===== src/rtl/ps2_host_cmd.sv =====
// -----------------------------------------------------------------------------
// ps2_host_cmd
//   Host-to-device command controller for a PS/2 keyboard port. Two command
//   requesters share the port through a round-robin arbiter. Each accepted
//   byte is sent as one frame:
//     1. Hold the clock low (inhibit) while asserting the start bit in the
//        final inhibit cycle.
//     2. Release the clock and shift data, parity and stop on device falling
//        edges.
//     3. Sample the device ACK bit on the 11th edge.
//     4. Wait for the 0xFA (ack) or 0xFE (resend) response byte.
//   The receive path is gated while the host owns the lines.
//
// Build option:
//   PS2_RETRY_EN - when defined, 0xFE triggers up to MAX_RETRY re-sends of the
//                  same byte. When undefined, 0xFE ends the transfer at once,
//                  and neither the retry counter nor MAX_RETRY exists.
//
// Ports:
//   clk25                 25 MHz system clock
//   rst_n                 synchronous reset, active low
//   key_clk_db            debounced PS/2 clock level
//   key_din               PS/2 data level (ACK bit sampling)
//   clk_oe, dat_oe        open-drain pull-down enables for clock/data
//   rx_gate               receiver must discard bits while high
//   rx_valid, rx_data     received byte strobe and value
//   reqN_valid/data       command request from requester N (N = 0, 1)
//   reqN_ready            combinational accept for requester N
//   busy                  transfer in progress
//   done                  one-cycle pulse at transfer end
//   status                00 ok, 01 resend fail, 10 timeout, 11 no ACK bit
//   grant_id              requester of the current/last transfer
// -----------------------------------------------------------------------------
module ps2_host_cmd #(
  parameter int INHIBIT_CYC = 2500,   // must be >= 2
  parameter int TIMEOUT_CYC = 500000
`ifdef PS2_RETRY_EN
  ,
  parameter int MAX_RETRY   = 2
`endif
) (
  input  logic       clk25,
  input  logic       rst_n,
  input  logic       key_clk_db,
  input  logic       key_din,
  output logic       clk_oe,
  output logic       dat_oe,
  output logic       rx_gate,
  input  logic       rx_valid,
  input  logic [7:0] rx_data,
  input  logic       req0_valid,
  input  logic [7:0] req0_data,
  output logic       req0_ready,
  input  logic       req1_valid,
  input  logic [7:0] req1_data,
  output logic       req1_ready,
  output logic       busy,
  output logic       done,
  output logic [1:0] status,
  output logic       grant_id
);

  localparam int CNT_MAX = (TIMEOUT_CYC > INHIBIT_CYC) ? TIMEOUT_CYC : INHIBIT_CYC;
  localparam int CW      = $clog2(CNT_MAX);
  localparam logic [CW-1:0] INH_LAST  = CW'(INHIBIT_CYC - 1);
  localparam logic [CW-1:0] INH_START = CW'(INHIBIT_CYC - 2);
  localparam logic [CW-1:0] TO_LAST   = CW'(TIMEOUT_CYC - 1);

  typedef enum logic [2:0] {
    S_IDLE     = 3'd0,
    S_INHIBIT  = 3'd1,
    S_RTS      = 3'd2,
    S_WAITRESP = 3'd3,
    S_END      = 3'd4
  } state_e;

  state_e          state_q,    state_d;
  logic [CW-1:0]   cnt_q,      cnt_d;      // inhibit length, then timeout
  logic [3:0]      edge_q,     edge_d;     // falling edges seen in RTS
  logic [7:0]      byte_q,     byte_d;
  logic            par_q,      par_d;
  logic            prev_clk_q;
  logic            last_gnt_q, last_gnt_d;
  logic            grant_id_q, grant_id_d;
  logic [1:0]      status_q,   status_d;
  logic            done_q,     done_d;
  logic            clk_oe_q,   clk_oe_d;
  logic            dat_oe_q,   dat_oe_d;
  logic            busy_q,     busy_d;
  logic            rx_gate_q,  rx_gate_d;
`ifdef PS2_RETRY_EN
  localparam int RW = $clog2(MAX_RETRY + 2);
  logic [RW-1:0]   retry_q,    retry_d;
`endif

  logic          fall_s;
  logic          to_hit_s;
  logic [CW-1:0] cnt_sat_s;
  logic          gnt0_s, gnt1_s;
  logic [7:0]    sel_byte_s;
  logic [3:0]    edge_nxt_s;

  assign fall_s     = prev_clk_q & ~key_clk_db;
  assign to_hit_s   = (cnt_q == TO_LAST);
  // Saturate at the last count so an edge/byte that wins a tie against the
  // timeout still leaves the timeout armed for the following cycle.
  assign cnt_sat_s  = to_hit_s ? cnt_q : (cnt_q + CW'(1));
  assign edge_nxt_s = edge_q + 4'd1;

  // Round-robin: on a tie, the requester not granted last time wins.
  assign gnt0_s     = req0_valid & (~req1_valid | last_gnt_q);
  assign gnt1_s     = req1_valid & (~req0_valid | ~last_gnt_q);
  assign req0_ready = (state_q == S_IDLE) & gnt0_s;
  assign req1_ready = (state_q == S_IDLE) & gnt1_s;
  assign sel_byte_s = gnt1_s ? req1_data : req0_data;

  assign clk_oe   = clk_oe_q;
  assign dat_oe   = dat_oe_q;
  assign rx_gate  = rx_gate_q;
  assign busy     = busy_q;
  assign done     = done_q;
  assign status   = status_q;
  assign grant_id = grant_id_q;

  // Next-state, datapath and registered-output decode
  always_comb begin
    state_d    = state_q;
    cnt_d      = cnt_q;
    edge_d     = edge_q;
    byte_d     = byte_q;
    par_d      = par_q;
    last_gnt_d = last_gnt_q;
    grant_id_d = grant_id_q;
    status_d   = status_q;
    dat_oe_d   = dat_oe_q;
`ifdef PS2_RETRY_EN
    retry_d    = retry_q;
`endif

    case (state_q)
      S_IDLE: begin
        dat_oe_d = 1'b0;
        if (req0_ready || req1_ready) begin
          state_d    = S_INHIBIT;
          cnt_d      = '0;
          byte_d     = sel_byte_s;
          par_d      = ~^sel_byte_s;           // odd parity bit
          grant_id_d = gnt1_s;
          last_gnt_d = gnt1_s;
        end else begin
          state_d = S_IDLE;
        end
      end

      S_INHIBIT: begin
        if (cnt_q == INH_LAST) begin
          state_d  = S_RTS;
          cnt_d    = '0;                        // timeout starts at release
          edge_d   = 4'd0;
          dat_oe_d = 1'b1;                      // start bit stays asserted
        end else begin
          cnt_d    = cnt_q + CW'(1);
          dat_oe_d = (cnt_q == INH_START);      // start bit in last inhibit cycle
        end
      end

      S_RTS: begin
        if (fall_s) begin
          edge_d = edge_nxt_s;
          cnt_d  = cnt_sat_s;
          if (edge_nxt_s <= 4'd8) begin
            dat_oe_d = ~byte_q[edge_q[2:0]];    // LSB first
          end else if (edge_nxt_s == 4'd9) begin
            dat_oe_d = ~par_q;
          end else if (edge_nxt_s == 4'd10) begin
            dat_oe_d = 1'b0;                    // stop bit: line released
          end else begin
            dat_oe_d = 1'b0;
            if (key_din) begin
              state_d  = S_END;
              status_d = 2'b11;
            end else begin
              state_d  = S_WAITRESP;
            end
          end
        end else if (to_hit_s) begin
          state_d  = S_END;
          status_d = 2'b10;
          dat_oe_d = 1'b0;
        end else begin
          cnt_d = cnt_q + CW'(1);
        end
      end

      S_WAITRESP: begin
        dat_oe_d = 1'b0;
        if (rx_valid && (rx_data == 8'hFA)) begin
          state_d  = S_END;
          status_d = 2'b00;
        end else if (rx_valid && (rx_data == 8'hFE)) begin
`ifdef PS2_RETRY_EN
          if (retry_q < RW'(MAX_RETRY)) begin
            state_d = S_INHIBIT;
            cnt_d   = '0;
            retry_d = retry_q + RW'(1);
          end else begin
            state_d  = S_END;
            status_d = 2'b01;
          end
`else
          state_d  = S_END;
          status_d = 2'b01;
`endif
        end else if (to_hit_s) begin
          state_d  = S_END;
          status_d = 2'b10;
        end else begin
          cnt_d = cnt_q + CW'(1);
        end
      end

      S_END: begin
        state_d  = S_IDLE;
        dat_oe_d = 1'b0;
`ifdef PS2_RETRY_EN
        retry_d  = '0;
`endif
      end

      default: begin
        state_d  = S_IDLE;
        dat_oe_d = 1'b0;
      end
    endcase

    // Line/status outputs are registered from the next state.
    clk_oe_d  = (state_d == S_INHIBIT);
    busy_d    = (state_d != S_IDLE);
    rx_gate_d = (state_d == S_INHIBIT) || (state_d == S_RTS);
    done_d    = (state_d == S_END);
  end

  // State and output registers with synchronous active-low reset
  always_ff @(posedge clk25) begin
    if (!rst_n) begin
      state_q    <= S_IDLE;
      cnt_q      <= '0;
      edge_q     <= 4'd0;
      byte_q     <= 8'h00;
      par_q      <= 1'b0;
      prev_clk_q <= 1'b1;
      last_gnt_q <= 1'b1;
      grant_id_q <= 1'b0;
      status_q   <= 2'b00;
      done_q     <= 1'b0;
      clk_oe_q   <= 1'b0;
      dat_oe_q   <= 1'b0;
      busy_q     <= 1'b0;
      rx_gate_q  <= 1'b0;
`ifdef PS2_RETRY_EN
      retry_q    <= '0;
`endif
    end else begin
      state_q    <= state_d;
      cnt_q      <= cnt_d;
      edge_q     <= edge_d;
      byte_q     <= byte_d;
      par_q      <= par_d;
      prev_clk_q <= key_clk_db;
      last_gnt_q <= last_gnt_d;
      grant_id_q <= grant_id_d;
      status_q   <= status_d;
      done_q     <= done_d;
      clk_oe_q   <= clk_oe_d;
      dat_oe_q   <= dat_oe_d;
      busy_q     <= busy_d;
      rx_gate_q  <= rx_gate_d;
`ifdef PS2_RETRY_EN
      retry_q    <= retry_d;
`endif
    end
  end

endmodule

===== config.mk =====
export PLATFORM = sky130hd
export DESIGN_NAME = ps2_host_cmd
export DESIGN_NICKNAME = d
export VERILOG_FILES = /design/src/rtl/ps2_host_cmd.sv
export SDC_FILE = /design/constraint.sdc
export NUM_CORES = 1
export LEC_CHECK = 0
export CAP_MARGIN = 20
export CORE_MARGIN = 2
export CORE_UTILIZATION = 45
export CTS_CLUSTER_SIZE = 14
export DETAILED_ROUTE_END_ITERATION = 7
export GPL_TIMING_DRIVEN = 1
export PLACE_DENSITY_LB_ADDON = 0.25
export SLEW_MARGIN = 30
export SYNTH_ARGS = -nofsm -noshare
export SYNTH_HDL_FRONTEND = slang
export SYNTH_SLANG_ARGS = --single-unit

===== constraint.sdc =====
create_clock -name clk25 -period 2.4 [get_ports clk25]
set_input_delay 0.36 -clock clk25 [delete_from_list [all_inputs] [get_ports clk25]]
set_output_delay 0.36 -clock clk25 [all_outputs]
set_load 0.02 [all_outputs]

== Word-level counts from Yosys, hierarchy flattened ==
Index checks and enable logic that the tools add are counted.

* Register bits: 45
* Input bits: 31
* Output and inout port bits: 10
* Logic and storage cells: 106

* $add $sub $neg: 2
* Order comparisons: 2
* Eq/ne operators: 23
* Multiplexer cells: 38
* Bitwise gates (word level): 13
* Reduce and logical (&&, ||, !) cells: 14

{| class="wikitable"
|+ Operators by type and width
! kind !! number
|-
| 19-bit 2-to-1 mux || 5
|-
| 19-bit one-hot mux with 4 select lines || 1
|-
| 19-bit by 12-bit equality test with 1-bit output, second input constant || 2
|-
| 3-bit 2-to-1 mux || 9
|-
| 19-bit by 1-bit adder with 19-bit output, second input constant || 1
|-
| 19-bit equality test, second input constant || 1
|-
| 8-bit equality test, second input constant || 2
|-
| 2-bit 2-to-1 mux || 8
|-
| 3-bit inequality test, second input constant || 5
|-
| 3-bit one-hot mux with 4 select lines || 1
|-
| 3-bit by 2-bit equality test with 1-bit output, second input constant || 3
|-
| 4-bit equality test, second input constant || 2
|-
| 4-bit 2-to-1 mux || 2
|-
| 8-bit 2-to-1 mux || 1
|-
| 2-bit inequality test, second input constant || 4
|-
| 4-bit one-hot mux with 2 select lines || 1
|-
| 8-bit XNOR reduction || 1
|-
| 1-bit 2-to-1 mux || 7
|-
| 3-bit by 1-bit equality test with 1-bit output, second input constant || 2
|-
| 1-bit inverter || 6
|-
| 1-bit bitwise AND || 5
|-
| 5-bit AND reduction || 1
|-
| 4-bit by 1-bit adder with 4-bit output, second input constant || 1
|-
| 4-bit <= comparator, second input constant || 1
|-
| 16 further kinds || 20
|}

== Logic depth before layout (Yosys ltp) ==
* Word-level depth: 9
* Mapped depth: 8
* Mapped depth without buffers: 6

== Worst setup path after synthesis ==
OpenSTA, ideal clock, no wires.

* Path kind: register to register
* Start point: register cnt_q[0]
* End point: register cnt_q[14]
* Setup time: 0.066 ns
* Arrival: 1.811 ns
* Required time: 2.334 ns
* Setup slack: 0.523 ns
* Stages on the path, launching flop included: 8
* Buffers on the path: 1
* Period minus slack after synthesis: 1.877 ns
* Cell sequence: dfxtp_1 > ha_1 > inv_1 > nor2_1 > nand3_1 > buf_2 > or4_1 > a21oi_2

* Word-level cells in the longest chain between the ends: 5
* Elaborated cells between the ends (all ways): 8
* Classes of those cells: 1 x add/sub; 2 x eq/ne; 5 x mux

{| class="wikitable"
|+ RTL lines
! element !! line !! text
|-
| start: declaration || 78 || <nowiki>logic [CW-1:0] cnt_q, cnt_d;</nowiki>
|-
| start signal: assignment || 265 || <nowiki>cnt_q <= cnt_d;</nowiki>
|-
| 19-bit by 1-bit adder with 19-bit output / 19-bit equality test (equally long branches) || n/a ||
|-
| 19-bit 2-to-1 mux || 107, 186, 214 ||
|-
| 19-bit 2-to-1 mux || 200 || <nowiki>end else if (rx_valid && (rx_data == 8'hFE)) begin</nowiki>
|-
| 19-bit 2-to-1 mux || 197 || <nowiki>if (rx_valid && (rx_data == 8'hFA)) begin</nowiki>
|-
| 19-bit one-hot mux with 4 select lines * || 140 || <nowiki>case (state_q)</nowiki>
|}

Every way passes the cells marked *; elsewhere a longest branch is shown, timed or not. The select of a mux whose other input is x is not followed.
A chain may end at the register's enable or synchronous reset.

== Worst setup path in the final report ==
* Start point: input port req1_valid
* End point: output port req1_ready

* Word-level cells in the longest chain between the ends: 2

{| class="wikitable"
|+ RTL lines
! element !! line !! text
|-
| start: declaration || 54 || <nowiki>input logic req1_valid,</nowiki>
|-
| 1-bit bitwise AND || 112 || <nowiki>assign gnt1_s = req1_valid & (~req0_valid | ~last_gnt_q);</nowiki>
|-
| 1-bit bitwise AND || 114 || <nowiki>assign req1_ready = (state_q == S_IDLE) & gnt1_s;</nowiki>
|-
| end: declaration || 56 || <nowiki>output logic req1_ready,</nowiki>
|}

No other way between the ends.

==> results summary <==
The startpoint identified for the worst register-to-register timing path is cnt_q[0]. At the end of the flow, the number of nets in the layout was approximately 390. In this run the most critical hold path is launched from grant_id.

The worst pin sits at a relative slew slack of 73.8%. The total inserted antenna cells came out at 0. The met1 wire length is 2.96 mm.

Setup violations remaining at the end of the flow were counted as 0. The post-CTS setup-driven buffer insertion count came out at 0. After synthesis the netlist holds a flip-flop and latch count of 45. The weighted congestion reported at the end of routability-driven placement is ~0.85.

Setup repair after global routing left no endpoint under its margin. After synthesis, the largest area contributor takes up between 30 and 40% of total cell area. The routed wire length per instance is between 10 and 15 µm.

The net count after synthesis is about 350. The count of instances resized after the clock tree is built is 0. After legalization and detailed placement, the total HPWL measured 4.58 mm. The combined area of the multi-input logic cells is between 1500 and 2000 µm². The final routed DRC violation total came out at 0. The largest total area in the synthesized netlist belongs to dfxtp_1. The share of total power dissipated in combinational logic is between 10% and 20%. The flow ran to the end, and the final reports show no timing, DRC or antenna violations. Hold repair after CTS inserted 0 buffers. The element type at the critical path start is a primary input. In the finished design, the share of the clock period the worst path needs comes to a little over nine tenths. Synthesis produced a netlist whose cell count is just over 300. The timing-limited maximum frequency is 442 MHz.

The fraction of the yosys area taken by sequential cells came out at around a third. The total length of routed met3 wires came out at around 400 µm. The chip height came out at just over 80 µm.

After synthesis, the cell types taking the most area are dfxtp_1 33%, o31ai_1 4.7%, or4_1 4.4%. The floorplan step defined a die boundary enclosing slightly below 7000 µm². The worst-path maximum fanout came out at 5. The total power divided by cell area came out at approximately 520 nW/µm². The clock network fraction of total power is between 30% and 40%. The combined flip-flop and latch cell area is about 900 µm². After routing, the total negative slack on setup checks comes to 0 ns. The overall overflow remaining after global route came out at 0. The I/O pin count came out at between 40 and 50. The largest clock skew in the final design came out at between 0.005 and 0.006 ns. The maximum buffer depth of the clock tree came out at 2. TritonCTS built the clock tree. By instance count, the cell type seen most on the critical path is clkdlybuf4s50_1. The wire length of the first global-routing pass came out at roughly 10 mm. The sequential fraction of design power came out at approximately 46%. The critical path goes through clkdlybuf4s50_1, a21boi_1, nand2_1, inv_1, clkdlybuf4s50_1. The clock reaches the later pin of the worst-skew pair after approximately 0.30 ns.

In this run the clock root is driven by a clkbuf_8. The arrival time at the worst endpoint is roughly 1.9 ns. The count of cells along the worst register-to-register path is 7. The level count of the clock H-tree is 2.

The worst hold path passes through 2 cells. Summing all placed instances gives a cell area of around 3200 µm². The setup path with the least slack is of type in -> out.

The share of post-route cells with drive strength above 1 came out at approximately an eighth. The count of clock tree sinks came out at 45. Net switching is about a quarter of the power. Across the VDD grid, the largest voltage drop is roughly 0.24 mV.

The net load switching power is ~0.0004 W. Broken down by cell family, the worst path's largest delay share belongs to buffers and inverters. The flop-to-flop setup slack came out at ~0.33 ns.

Measured along the x axis, the die boundary spans around 82 µm. The total count of hold-check failures in the final report is 0. The final wirelength is between 6 and 7 mm.

The worst register-to-register path ends at cnt_q[10]. In this run the core area contains 28 standard-cell rows. The total track usage is just under 20%.

The area growth from synthesis to layout came out at 21.4%. The mapped netlist covers 2740 µm². The most frequently used flop master after synthesis is dfxtp_1.

Dividing the detail-routed via count by the number of cells gives roughly 5.8. After routing the design area is around 3300 µm². STA classifies the critical path endpoint as an output pin.

For this run, the slowest stage of the critical path takes roughly 0.60 ns. For the pin with the worst max-slew slack, the measured transition is between 0.3 and 0.4 ns. The post-route antenna net violation count is 0. The time the final worst path needs with I/O delays and setup came out at ~2.3 ns. The critical path required time is just over 2 ns. Max-cap violations in this run came to 0. The number of buffers created by CTS is 5. The synthesized design contains 0 enable-type register cells. Fill cells in the final layout number 556. Signal routing reaches up to met4. The largest net degree at the start of global routing is 39. The first-pass detailed-route iteration total is 4.

The number of buffers and inverters on the critical path is 3. The clock slew seen by the registers of the worst setup and hold paths is about 0.080 ns. The standard cell core area came out at about 5900 µm². The mean instance size in the synthesized netlist is about 8.9 µm².

Yosys mapped the design onto 60 distinct sky130hd cell types. Wire segments on met2 add up to 2.66 mm in the final route. The cell depth of the worst setup path came out at 5. The number of buffers inserted by port buffering came out at 40. The number of violations reported at the end of detailed-routing iteration 0 is between 150 and 200. The number of global-route vias before repair came to roughly 2200. The tightest min-delay check is of the reg -> reg type.

The path with the worst hold slack has its endpoint at grant_id. The total vias in the final route came out at between 2000 and 2500. The internal portion of the total power is ~0.0013 W. The sum of internal, switching and leakage power came out at around 0.0017 W. The initial antenna violation count came out at 0.

The slowest cell on the critical path is clkdlybuf4s50_1. The share of synthesized flip-flops with an asynchronous set or reset is 0%. The warning count from the yosys run came out at 0. The initial utilization of the core area, before any placement, comes to between 40% and 50%. The static power due to leakage came out at around 1.1 nW. The max-slew violation total from the final report is 0.
## cell families after synthesis
logic type                 synth area share [%]
AOI/OAI and AO/OA                          21.2
adders and majority gates                  2.74
xor gates and xnor gates                   4.80
DFF                                        32.9
muxes                                      5.30
buffers and inverters                      6.68
and+or+nand+nor                            26.4
## placed cells by master, fill, tap and decap left out, types with 4 or more instances in the layout
master,count
or3_1,4
a21oi_1,16
xnor2_1,13
o21ai_0,4
clkdlybuf4s50_1,40
a31oi_1,6
or4_1,16
nor3_1,7
a21oi_2,11
dfxtp_1,45
buf_4,10
nand2_1,17
o31ai_1,17
clkbuf_8,5
nor2_1,19
a211oi_1,11
nand2b_1,5
nand3_1,20
inv_1,10
mux2i_1,10
ha_1,6
nand4_1,9
## power groups by stage
stage                     Combinational, W  Sequential, W  Clock [W]
final                             0.000263       0.000796   0.000678
after global routing              0.000290       0.000800   0.000722
after CTS                         0.000265       0.000796   0.000701
after detailed placement          0.000264       0.000813          0
after global placement            0.000261       0.000813          0
after floorplan                   0.000155       0.000812          0
## sequential cells by signal (all words and copies together), names as in the netlist
signal      flops
last_gnt_q      1
rx_gate         1
status          2
cnt_q          19
prev_clk_q      1
busy            1
dat_oe          1
par_q           1
grant_id        1
byte_q          8
state_q         3
edge_q          4
clk_oe          1
done            1
## per-stage QoR
step	std cells	setup WS, ns	utilization [%]	hold WS (ns)
5_1_grt	426	0.00927	56.5	0.508
6_report	426	0.139	56.5	0.464
2_1_floorplan	309	0.523	-	0.447
4_1_cts	426	0.0764	56.4	0.473
3_3_place_gp	418	0.158	54.1	0.461
3_5_place_dp	418	0.118	54.1	0.457
## area by class of cell
| type | count | area share [%] |
|---|---|---|
| clock buffers | 5 | 2.07 |
| multi-input cells | 236 | 49.9 |
| well taps | 75 | 2.82 |
| repair buffers | 51 | 14.9 |
| flip-flops and latches | 45 | 27.1 |
| inverters | 11 | 1.24 |
| clock inverters | 3 | 1.96 |
## worst min-delay path, cell delays in order, from the launching register on
cell and delay (ns):
dfxtp_1 0.32, nand2_1 0.05, a21oi_1 0.05
## layer usage
metal,vias to the layer above,GRT usage (%)
li1,1255,-
met1,1139,26.6
met2,75,30.0
met3,11,4.62
met4,0,5.67
met5,-,0
## synthesized netlist by cell type, types with 2 or more instances
library cell	n
or4_1	16
nand2b_1	5
and4_4	2
a21oi_1	16
nor2_1	19
buf_6	3
xor2_1	2
nand2_1	17
nor4_1	3
nand4_1	9
dfxtp_1	45
a21oi_2	11
buf_12	2
o31ai_1	17
and2_1	2
ha_1	6
o21ai_0	4
clkbuf_1	3
o21ai_1	3
buf_2	6
a31oi_1	6
or3_1	4
inv_1	10
a41o_1	2
a211oi_1	11
nand4b_1	2
nor2b_1	2
mux2i_1	10
mux4_2	2
nor3_1	8
xnor2_1	13
nand3_1	20
## how the worst max path moves through the flow
| stage | from | end | slack [ns] |
|---|---|---|---|
| 2_1_floorplan | cnt_q[0] | cnt_q[14] | 0.52 |
| 3_3_place_gp | req1_valid | req1_ready | 0.16 |
| 3_5_place_dp | rx_data[0] | cnt_q[9] | 0.12 |
| 4_1_cts | state_q[0] | req0_ready | 0.08 |
| 5_1_grt | req1_valid | req1_ready | 0.009 |
| 6_report | req1_valid | req1_ready | 0.14 |
Power figures use the tool's default switching activity.
